[src/rtl/ssvep_multi_lockin_if.sv]
// Sample/result bus of the multi-frequency SSVEP lock-in detector.
// Handshake: x is taken on every cycle x_valid is high (no backpressure); result_valid is a one-cycle pulse and amp_best/class_idx/detected hold until the next pulse.
interface ssvep_multi_lockin_if #(
    parameter int Q_IN   = 24,
    parameter int N_FREQ = 4,
    parameter int Q_ACC  = 48
);
    localparam int CIDX_W = (N_FREQ > 1) ? $clog2(N_FREQ) : 1;

    logic signed [Q_IN-1:0] x;
    logic                   x_valid;
    logic [Q_ACC:0]         thresh;
    logic [N_FREQ-1:0]      stim;
    logic [Q_ACC:0]         amp_best;
    logic [CIDX_W-1:0]      class_idx;
    logic                   detected;
    logic                   result_valid;
    logic                   busy;
    logic [1:0]             state_dbg;

    modport master (
        output x, x_valid, thresh,
        input  stim, amp_best, class_idx, detected, result_valid, busy, state_dbg
    );

    modport slave (
        input  x, x_valid, thresh,
        output stim, amp_best, class_idx, detected, result_valid, busy, state_dbg
    );
endinterface

[src/rtl/ssvep_multi_lockin.sv]
// Square-wave I/Q lock-in over N_FREQ stimulus frequencies; after each window the
// channel with the largest |I|+|Q| is reported together with a threshold decision.
module ssvep_multi_lockin #(
    parameter int                   Q_IN   = 24,
    parameter int                   N_FREQ = 4,
    parameter logic [16*N_FREQ-1:0] M_LIST = {16'd62, 16'd83, 16'd100, 16'd125},
    parameter int                   WINDOW = 1000,
    parameter int                   Q_ACC  = 48
) (
    input logic                 clk,
    input logic                 reset,
    ssvep_multi_lockin_if.slave bus
);
    localparam int CIDX_W = (N_FREQ > 1) ? $clog2(N_FREQ) : 1;
    localparam int CNT_W  = (WINDOW > 1) ? $clog2(WINDOW) : 1;

    typedef enum logic [1:0] {S_ACC = 2'd0, S_CMP = 2'd1, S_OUT = 2'd2} state_t;

    state_t                  state_q, state_d;
    logic [15:0]             ph_q [N_FREQ];
    logic [15:0]             ph_d [N_FREQ];
    logic signed [Q_ACC-1:0] acc_i_q [N_FREQ];
    logic signed [Q_ACC-1:0] acc_i_d [N_FREQ];
    logic signed [Q_ACC-1:0] acc_q_q [N_FREQ];
    logic signed [Q_ACC-1:0] acc_q_d [N_FREQ];
    logic signed [Q_ACC-1:0] snap_i_q [N_FREQ];
    logic signed [Q_ACC-1:0] snap_i_d [N_FREQ];
    logic signed [Q_ACC-1:0] snap_q_q [N_FREQ];
    logic signed [Q_ACC-1:0] snap_q_d [N_FREQ];
    logic [CNT_W-1:0]        cnt_q, cnt_d;
    logic [CIDX_W-1:0]       cmp_k_q, cmp_k_d;
    logic [CIDX_W-1:0]       best_idx_q, best_idx_d;
    logic [CIDX_W-1:0]       class_idx_q, class_idx_d;
    logic [Q_ACC:0]          best_amp_q, best_amp_d;
    logic [Q_ACC:0]          amp_best_q, amp_best_d;
    logic                    detected_q, detected_d;
    logic                    result_valid_q, result_valid_d;

    logic signed [Q_ACC-1:0] x_ext;
    logic                    win_close;
    logic [N_FREQ-1:0]       ref_i, ref_q;
    logic [Q_ACC:0]          amp_cur;

    function automatic logic [15:0] m_of(input int k);
        return M_LIST[16*k +: 16];
    endfunction

    function automatic logic ref_at(input logic [15:0] p, input logic [15:0] m);
        return p < (m >> 1);
    endfunction

    // Quadrature phase: (p + M - M/4) mod M, kept in 17 bits to avoid wrap.
    function automatic logic [15:0] q_phase(input logic [15:0] p, input logic [15:0] m);
        logic [16:0] s;
        s = {1'b0, p} + {1'b0, m} - {3'b000, m[15:2]};
        if (s >= {1'b0, m}) s = s - {1'b0, m};
        return s[15:0];
    endfunction

    function automatic logic [Q_ACC-1:0] mag(input logic signed [Q_ACC-1:0] v);
        return v[Q_ACC-1] ? $unsigned(-v) : $unsigned(v);
    endfunction

    assign x_ext     = {{(Q_ACC-Q_IN){bus.x[Q_IN-1]}}, bus.x};
    assign win_close = bus.x_valid && (cnt_q == CNT_W'(WINDOW-1));
    assign amp_cur   = {1'b0, mag(snap_i_q[cmp_k_q])} + {1'b0, mag(snap_q_q[cmp_k_q])};

    always_comb begin
        ref_i = '0;
        ref_q = '0;
        for (int k = 0; k < N_FREQ; k++) begin
            ref_i[k] = ref_at(ph_q[k], m_of(k));
            ref_q[k] = ref_at(q_phase(ph_q[k], m_of(k)), m_of(k));
        end
    end

    always_comb begin
        state_d        = state_q;
        ph_d           = ph_q;
        acc_i_d        = acc_i_q;
        acc_q_d        = acc_q_q;
        snap_i_d       = snap_i_q;
        snap_q_d       = snap_q_q;
        cnt_d          = cnt_q;
        cmp_k_d        = cmp_k_q;
        best_idx_d     = best_idx_q;
        best_amp_d     = best_amp_q;
        amp_best_d     = amp_best_q;
        class_idx_d    = class_idx_q;
        detected_d     = detected_q;
        result_valid_d = 1'b0;

        // Accumulation runs in every state so samples during CMP/OUT join the next window.
        if (bus.x_valid) begin
            cnt_d = win_close ? '0 : cnt_q + 1'b1;
            for (int k = 0; k < N_FREQ; k++) begin
                ph_d[k]    = (ph_q[k] == m_of(k) - 16'd1) ? '0 : ph_q[k] + 16'd1;
                acc_i_d[k] = ref_i[k] ? acc_i_q[k] + x_ext : acc_i_q[k] - x_ext;
                acc_q_d[k] = ref_q[k] ? acc_q_q[k] + x_ext : acc_q_q[k] - x_ext;
                if (win_close) begin
                    snap_i_d[k] = acc_i_d[k];
                    snap_q_d[k] = acc_q_d[k];
                    acc_i_d[k]  = '0;
                    acc_q_d[k]  = '0;
                end
            end
        end

        case (state_q)
            S_ACC: begin
                if (win_close) begin
                    state_d = S_CMP;
                    cmp_k_d = '0;
                end
            end
            S_CMP: begin
                // Strict > keeps the lowest index on ties.
                if (cmp_k_q == '0 || amp_cur > best_amp_q) begin
                    best_amp_d = amp_cur;
                    best_idx_d = cmp_k_q;
                end
                if (cmp_k_q == CIDX_W'(N_FREQ-1)) state_d = S_OUT;
                else                              cmp_k_d = cmp_k_q + 1'b1;
            end
            S_OUT: begin
                amp_best_d     = best_amp_q;
                class_idx_d    = best_idx_q;
                detected_d     = (best_amp_q >= bus.thresh);
                result_valid_d = 1'b1;
                state_d        = S_ACC;
            end
            default: state_d = S_ACC;
        endcase
    end

    always_ff @(posedge clk) begin
        if (reset) begin
            state_q        <= S_ACC;
            cnt_q          <= '0;
            cmp_k_q        <= '0;
            best_idx_q     <= '0;
            best_amp_q     <= '0;
            amp_best_q     <= '0;
            class_idx_q    <= '0;
            detected_q     <= 1'b0;
            result_valid_q <= 1'b0;
            for (int k = 0; k < N_FREQ; k++) begin
                ph_q[k]     <= '0;
                acc_i_q[k]  <= '0;
                acc_q_q[k]  <= '0;
                snap_i_q[k] <= '0;
                snap_q_q[k] <= '0;
            end
        end else begin
            state_q        <= state_d;
            cnt_q          <= cnt_d;
            cmp_k_q        <= cmp_k_d;
            best_idx_q     <= best_idx_d;
            best_amp_q     <= best_amp_d;
            amp_best_q     <= amp_best_d;
            class_idx_q    <= class_idx_d;
            detected_q     <= detected_d;
            result_valid_q <= result_valid_d;
            ph_q           <= ph_d;
            acc_i_q        <= acc_i_d;
            acc_q_q        <= acc_q_d;
            snap_i_q       <= snap_i_d;
            snap_q_q       <= snap_q_d;
        end
    end

    assign bus.stim         = ref_i;
    assign bus.amp_best     = amp_best_q;
    assign bus.class_idx    = class_idx_q;
    assign bus.detected     = detected_q;
    assign bus.result_valid = result_valid_q;
    assign bus.busy         = (state_q != S_ACC);
    assign bus.state_dbg    = state_q;
endmodule
[src/flat_wrapper.sv]
// flat-port wrapper written by rule: the top's interface ports become plain ports
module ssvep_multi_lockin_flat 
#(
    parameter int                   Q_IN   = 24,
    parameter int                   N_FREQ = 4,
    parameter logic [16*N_FREQ-1:0] M_LIST = {16'd62, 16'd83, 16'd100, 16'd125},
    parameter int                   WINDOW = 1000,
    parameter int                   Q_ACC  = 48
)
  (clk, reset, bus_x, bus_x_valid, bus_thresh, bus_stim, bus_amp_best, bus_class_idx, bus_detected, bus_result_valid, bus_busy, bus_state_dbg);
  ssvep_multi_lockin_if #(.Q_IN(Q_IN), .N_FREQ(N_FREQ), .Q_ACC(Q_ACC)) bus_i ();
  input logic clk;
  input logic reset;
  input wire logic [$bits(bus_i.x)-1:0] bus_x;
  input wire logic [$bits(bus_i.x_valid)-1:0] bus_x_valid;
  input wire logic [$bits(bus_i.thresh)-1:0] bus_thresh;
  output wire logic [$bits(bus_i.stim)-1:0] bus_stim;
  output wire logic [$bits(bus_i.amp_best)-1:0] bus_amp_best;
  output wire logic [$bits(bus_i.class_idx)-1:0] bus_class_idx;
  output wire logic [$bits(bus_i.detected)-1:0] bus_detected;
  output wire logic [$bits(bus_i.result_valid)-1:0] bus_result_valid;
  output wire logic [$bits(bus_i.busy)-1:0] bus_busy;
  output wire logic [$bits(bus_i.state_dbg)-1:0] bus_state_dbg;
  assign bus_i.x = bus_x;
  assign bus_i.x_valid = bus_x_valid;
  assign bus_i.thresh = bus_thresh;
  assign bus_stim = bus_i.stim;
  assign bus_amp_best = bus_i.amp_best;
  assign bus_class_idx = bus_i.class_idx;
  assign bus_detected = bus_i.detected;
  assign bus_result_valid = bus_i.result_valid;
  assign bus_busy = bus_i.busy;
  assign bus_state_dbg = bus_i.state_dbg;
  ssvep_multi_lockin #(.Q_IN(Q_IN), .N_FREQ(N_FREQ), .M_LIST(M_LIST), .WINDOW(WINDOW), .Q_ACC(Q_ACC)) u_core (.clk(clk), .reset(reset), .bus(bus_i));
endmodule
[config.mk]
export PLATFORM = sky130hd
export DESIGN_NAME = ssvep_multi_lockin_flat
export DESIGN_NICKNAME = d
export VERILOG_FILES = /design/src/rtl/ssvep_multi_lockin_if.sv /design/src/rtl/ssvep_multi_lockin.sv /design/src/flat_wrapper.sv
export SDC_FILE = /design/constraint.sdc
export NUM_CORES = 2
export LEC_CHECK = 0
export ABC_AREA = 1
export BUFFER_PORTS_ARGS = -buffer_cell sky130_fd_sc_hd__buf_2
export CAP_MARGIN = 15
export CORE_UTILIZATION = 30
export CTS_BUF_LIST = sky130_fd_sc_hd__clkbuf_16
export DETAILED_ROUTE_END_ITERATION = 8
export SETUP_SLACK_MARGIN = 0.4
export SYNTH_ARGS = -nofsm -noshare
export SYNTH_HDL_FRONTEND = slang
export SYNTH_SLANG_ARGS = --single-unit
export TNS_END_PERCENT = 5
[constraint.sdc]
create_clock -name clk -period 12.3 [get_ports clk]
set_clock_uncertainty 0.15 [all_clocks]
set_input_delay 1.845 -clock clk [delete_from_list [all_inputs] [get_ports clk]]
set_output_delay 1.845 -clock clk [all_outputs]
set_load 0.1 [all_outputs]
# Yosys cells after proc, flatten, opt, wreduce, memory -nomap -nowiden
# Index checks and enable logic that the tools add are counted.
# totals
register_bits	950
input_bits	76
output_inout_bits	60
# classes
add_sub_neg	37
n_lt_le_gt_ge	15
n_eq_ne	11
mux	40
bitwise_logic	1
reduce_logical	10
# ops
cell	count
$mux 48	22
$add 48x24->48	8
$sub 48x24->48	8
$bmux 48 s2	2
$mux 16	8
$lt 16x6->1 const B	6
$neg 48->48	2
$add 16x1->16 const B	4
$add 16x7->17 const B	3
$ge 17x7->1 const B	3
$sub 17x5->17 const B	3
$add 48x48->49	1
$ge 49x49->1	1
$gt 49x49->1	1
$eq 16x7->1 const B	3
$sub 16x7->16 const B	3
$lt 16x5->1 const B	2
$add 16x6->17 const B	1
$ge 17x6->1 const B	1
$sub 17x4->17 const B	1
$eq 16x6->1 const B	1
$sub 16x6->16 const B	1
$add 10x1->10 const B	1
$eq 10x10->1 const B	1
17 further kinds	27

# Logic depth before layout (Yosys ltp)
# logic_depth
word_depth	10
depth_mapped	46

# Worst setup path after synthesis
# Ideal clock, no wire load.
# synth_timing
path_kind	register to register
startpoint	register u_core.cmp_k_q[0]
endpoint	register u_core.best_amp_q[39]
arrival_time_ns	6.452
required_time_ns	12.064
path_slack_ns	5.612
stages_incl_launch_ff	40
path_buffers	10
path_cell_list	dfxtp_1 buf_6 buf_6 buf_6 buf_6 buf_6 buf_4 buf_2 o21ai_0 nand2_1 inv_1 clkbuf_1 o21ai_0 xnor2_1 inv_1 ha_1 a21oi_1 nor2_1 [... 4 more ...] a21boi_0 o21ai_0 a21boi_0 o21ai_0 xor2_1 ha_1 nand3_1 nor4_1 inv_1 nor3b_1 nand3_1 nor4_1 o21bai_1 nand2_1 clkbuf_1 clkbuf_1 nor2_1 a211oi_1
# synth_via
elab_chain_len	10
elab_cells_between_ends	16
cone_classes	3 x add/sub; 1 x order compare; 8 x mux; 1 x bitwise; 3 x reduce/logical
# synth_lines
element	line	source
start, declared	ssvep_multi_lockin.sv:31	logic [CIDX_W-1:0] cmp_k_q, cmp_k_d;
start signal, assigned	ssvep_multi_lockin.sv:157	cmp_k_q <= cmp_k_d;
$not 2->3 (implied by the code) *	ssvep_multi_lockin.sv:66	assign amp_cur = {1'b0, mag(snap_i_q[cmp_k_q])} + {1'b0, mag(snap_q_q[cmp_k_q])};
$bmux 48 s2	ssvep_multi_lockin.sv:66	
$mux 48 (implied by the code) (2 in a row)	ssvep_multi_lockin.sv:66	
$neg 48->48	ssvep_multi_lockin.sv:61	return v[Q_ACC-1] ? $unsigned(-v) : $unsigned(v);
$mux 48	ssvep_multi_lockin.sv:61	
$add 48x48->49 *	ssvep_multi_lockin.sv:66	
net u_core.amp_cur[30]	ssvep_multi_lockin.sv:42	logic [Q_ACC:0] amp_cur;
$gt 49x49->1 *	ssvep_multi_lockin.sv:118	if (cmp_k_q == '0 || amp_cur > best_amp_q) begin
$logic_or 1x1->1 *	ssvep_multi_lockin.sv:118	
$reduce_and 2->1 (no source line) *	--	
end signal, assigned	ssvep_multi_lockin.sv:159	best_amp_q <= best_amp_d;
end, declared	ssvep_multi_lockin.sv:34	logic [Q_ACC:0] best_amp_q, best_amp_d;
# Mark *: on every way through the listed nets, which the timed path passes. The rest lies on a longest branch. The select of a mux whose other input is x is not followed.
# A chain may end at the register's enable or synchronous reset.

# Worst setup path in the final report
# layout_timing
startpoint	register u_core.cmp_k_q[0]
endpoint	register u_core.best_amp_q[7]
# Same word-level chain as after synthesis.

==> impl_metrics.json <==
{
  "status": "finished with violations",
  "violations": "DRC",
  "cp_data_arrival_time_ns": 9.53,
  "drive_above_1_share_pct": 6.78,
  "critPathMaxStageDelay_ns": 0.86,
  "synthTopCellsByArea": "dfxtp_1, nand2_1, ha_1",
  "grt_pass1_wl_mm": 413,
  "fin_crit_ns": 8.98,
  "yosysMostFrequentCell": "nand2_1",
  "fmax_mhz": 111,
  "rr_worst_depth": 38,
  "vdd_ir_drop_max_mv": 0.130,
  "ys_warn_count": 0,
  "syn_nets": 11700,
  "synthFlopType": "dfxtp_1",
  "cts-resized-gates": 0,
  "routed_wirelength_mm": 270,
  "cts_buffer_depth": 3,
  "fillCellCount": 26300,
  "place_area_um2": 75300,
  "cts_sinks": 950,
  "synth-async-reset-ratio_pct": 0,
  "layout.nets": 11500,
  "worst-endpoint-required_ns": 12.86,
  "rsz0062_at_grt": "false",
  "final_util_pct": 33.2,
  "final_cell_area_um2": 79000,
  "min_period_over_period_pct": 73.0,
  "crit_fanout": 79,
  "hpwl_mm": 206,
  "cts-root-buf": "clkbuf_16",
  "worst_skew_pair.late_latency_ns": 0.79,
  "synth_largest_area_cell": "dfxtp_1",
  "globalRouteOverflowTotal": 0,
  "syn_area_um2": 72000,
  "fp.dieArea_um2": 242000,
  "grt_pass1_vias": 68700,
  "yosysTopAreaCellShare_pct": 26.4,
  "initial_core_util_pct": 30.2,
  "setup_viol": 0,
  "drtPass1Iterations": 8,
  "p_total_mw": 10.6,
  "tightest_slew_ns": 1.31,
  "report.final.slew_viol_count": 0,
  "cpMostUsedCell": "nand2_1",
  "syn_area_per_cell_um2": 6.53,
  "slowest_stage": "dfxtp_4",
  "slew_headroom_pct": 12.6,
  "synth_cell_types": 78,
  "cts_setup_buffers": 0,
  "die-height_um": 492,
  "dr.first_iter.drc_count": 6787,
  "crit_path_start_kind": "register",
  "syn_to_final_growth_pct": 9.76,
  "fp-row-count": 179,
  "syn_inst": 11000,
  "p_leak_nw": 35.8,
  "cts_hold_buf": 0,
  "maxCapViolations": 0,
  "hold_violations": 0,
  "grt.total_usage_pct": 21.6,
  "regArea_um2": 19000,
  "cp-end-kind": "register",
  "antenna_found_initial": 14,
  "hold_path_depth": 2,
  "drc": 56,
  "netlist_top_cells_count": "nand2_1, a21oi_1, inv_1, o21ai_0, dfxtp_1",
  "htreeDepth": 3,
  "antenna_left": 0,
  "grt_max_degree": 168,
  "core_um2": 238000,
  "avgViaCountPerCell": 5.19,
  "finalSetupTns_ns": 0,
  "clk_pin_slew_worst_paths_ns": 0.06,
  "critical_path_class": "register to register",
  "multi_input_area_um2": 46100,
  "routedWlPerCell_um": 19.1,
  "pin_count": 136,
  "die_w_um": 492,
  "portBuffers": 135,
  "vias": 73400,
  "powerDensity_nw_per_um2": 134,
  "whs_ns": 0.302,
  "cts_buffers": 108,
  "routabilityCongestion": 0.978,
  "hp-class": "register to register",
  "cts_tree": "yes",
  "synth_edf_count": 0,
  "synth_seq_cells": 950,
  "seq_area_frac_synth_pct": 26.4
}
## where the power goes
group	switching [mW]	leakage [nW]	total [mW]	internal [mW]
Combinational	2.43	26.3	3.69	1.26
Sequential	0.133	7.73	3.44	3.30
Clock	1.48	1.83	3.43	1.95
Total	4.04	35.8	10.6	6.52
## through the flow
| step | std cells | worst slack, ns |
|---|---|---|
| 2_1_floorplan | 11000 | 5.61 |
| 3_5_place_dp | 14000 | 3.42 |
| 5_1_grt | 14200 | 2.34 |
| 4_1_cts | 14200 | 3.37 |
| 6_report | 14200 | 3.32 |
| 3_3_place_gp | 14000 | 3.51 |
## state kept, by name (all words and copies together), names as in the netlist, 10 cells and up
| name | flops |
|---|---|
| u_core.snap_q_q | 192 |
| u_core.bus.amp_best | 49 |
| u_core.snap_i_q | 192 |
| u_core.acc_i_q | 192 |
| u_core.cnt_q | 10 |
| u_core.best_amp_q | 49 |
| u_core.ph_q | 64 |
| u_core.acc_q_q | 192 |
## critical path, delay by kind of cell, from the launching register on
kind | cells | cell delay (ns)
AOI/OAI and AO/OA | 7 | 1.47
xor gates and xnor gates | 2 | 0.37
DFF | 1 | 0.86
and+or+nand+nor | 21 | 3.20
buffers and inverters | 6 | 1.98
adders and majority gates | 2 | 0.74
## metal layers
| metal | vias up | wire [um] | global-route usage (%) |
|---|---|---|---|
| li1 | 36700 | - | - |
| met1 | 34000 | 121000 | 28.6 |
| met4 | 6 | 10400 | 8.10 |
| met3 | 446 | 17000 | 2.56 |
| met2 | 2346 | 121000 | 35.6 |
| met5 | - | 39 | 0 |
## path summary, 6_finish.rpt
check	slack [ns]	end	from
max	3.32	u_core.best_amp_q[7]	u_core.cmp_k_q[0]
min	0.30	u_core.snap_q_q[76]	u_core.snap_q_q[76]
max reg2reg	3.32	u_core.best_amp_q[7]	u_core.cmp_k_q[0]
min reg2reg	0.30	u_core.snap_q_q[76]	u_core.snap_q_q[76]
## area by class of cell
class	instances	area share, %
multi-input combinational	8320	58.4
sequential	950	24.1
inverter	1329	6.36
tap	3167	5.01
clock buffer	109	3.45
timing repair buffer	201	1.51
clock inverter	86	1.18
antenna	3	0.00950
## cell usage in the layout (no fill, tap or decap), types with 109 or more instances in the layout
| cell type | count |
|---|---|
| nand2_1 | 2364 |
| a21oi_1 | 1324 |
| inv_1 | 1310 |
| o21ai_0 | 1011 |
| dfxtp_1 | 948 |
| nor2_1 | 816 |
| ha_1 | 548 |
| nand3_1 | 475 |
| xor2_1 | 272 |
| or2_2 | 213 |
| xnor2_1 | 184 |
| buf_2 | 134 |
| a31oi_1 | 133 |
| clkbuf_16 | 109 |
## logic make-up after synthesis
kind of cell | count (synthesis) | synth area share, %
AND/OR/NAND/NOR | 4268 | 25.3
XOR/XNOR | 461 | 5.67
adder cells (fa/ha/maj) | 557 | 9.77
flip-flops | 950 | 26.4
AO/OA/AOI/OAI | 3032 | 23.2
buffers and inverters | 1761 | 9.57
multiplexers | 2 | 0.0278
No activity file was read; power rests on OpenSTA's default activity.
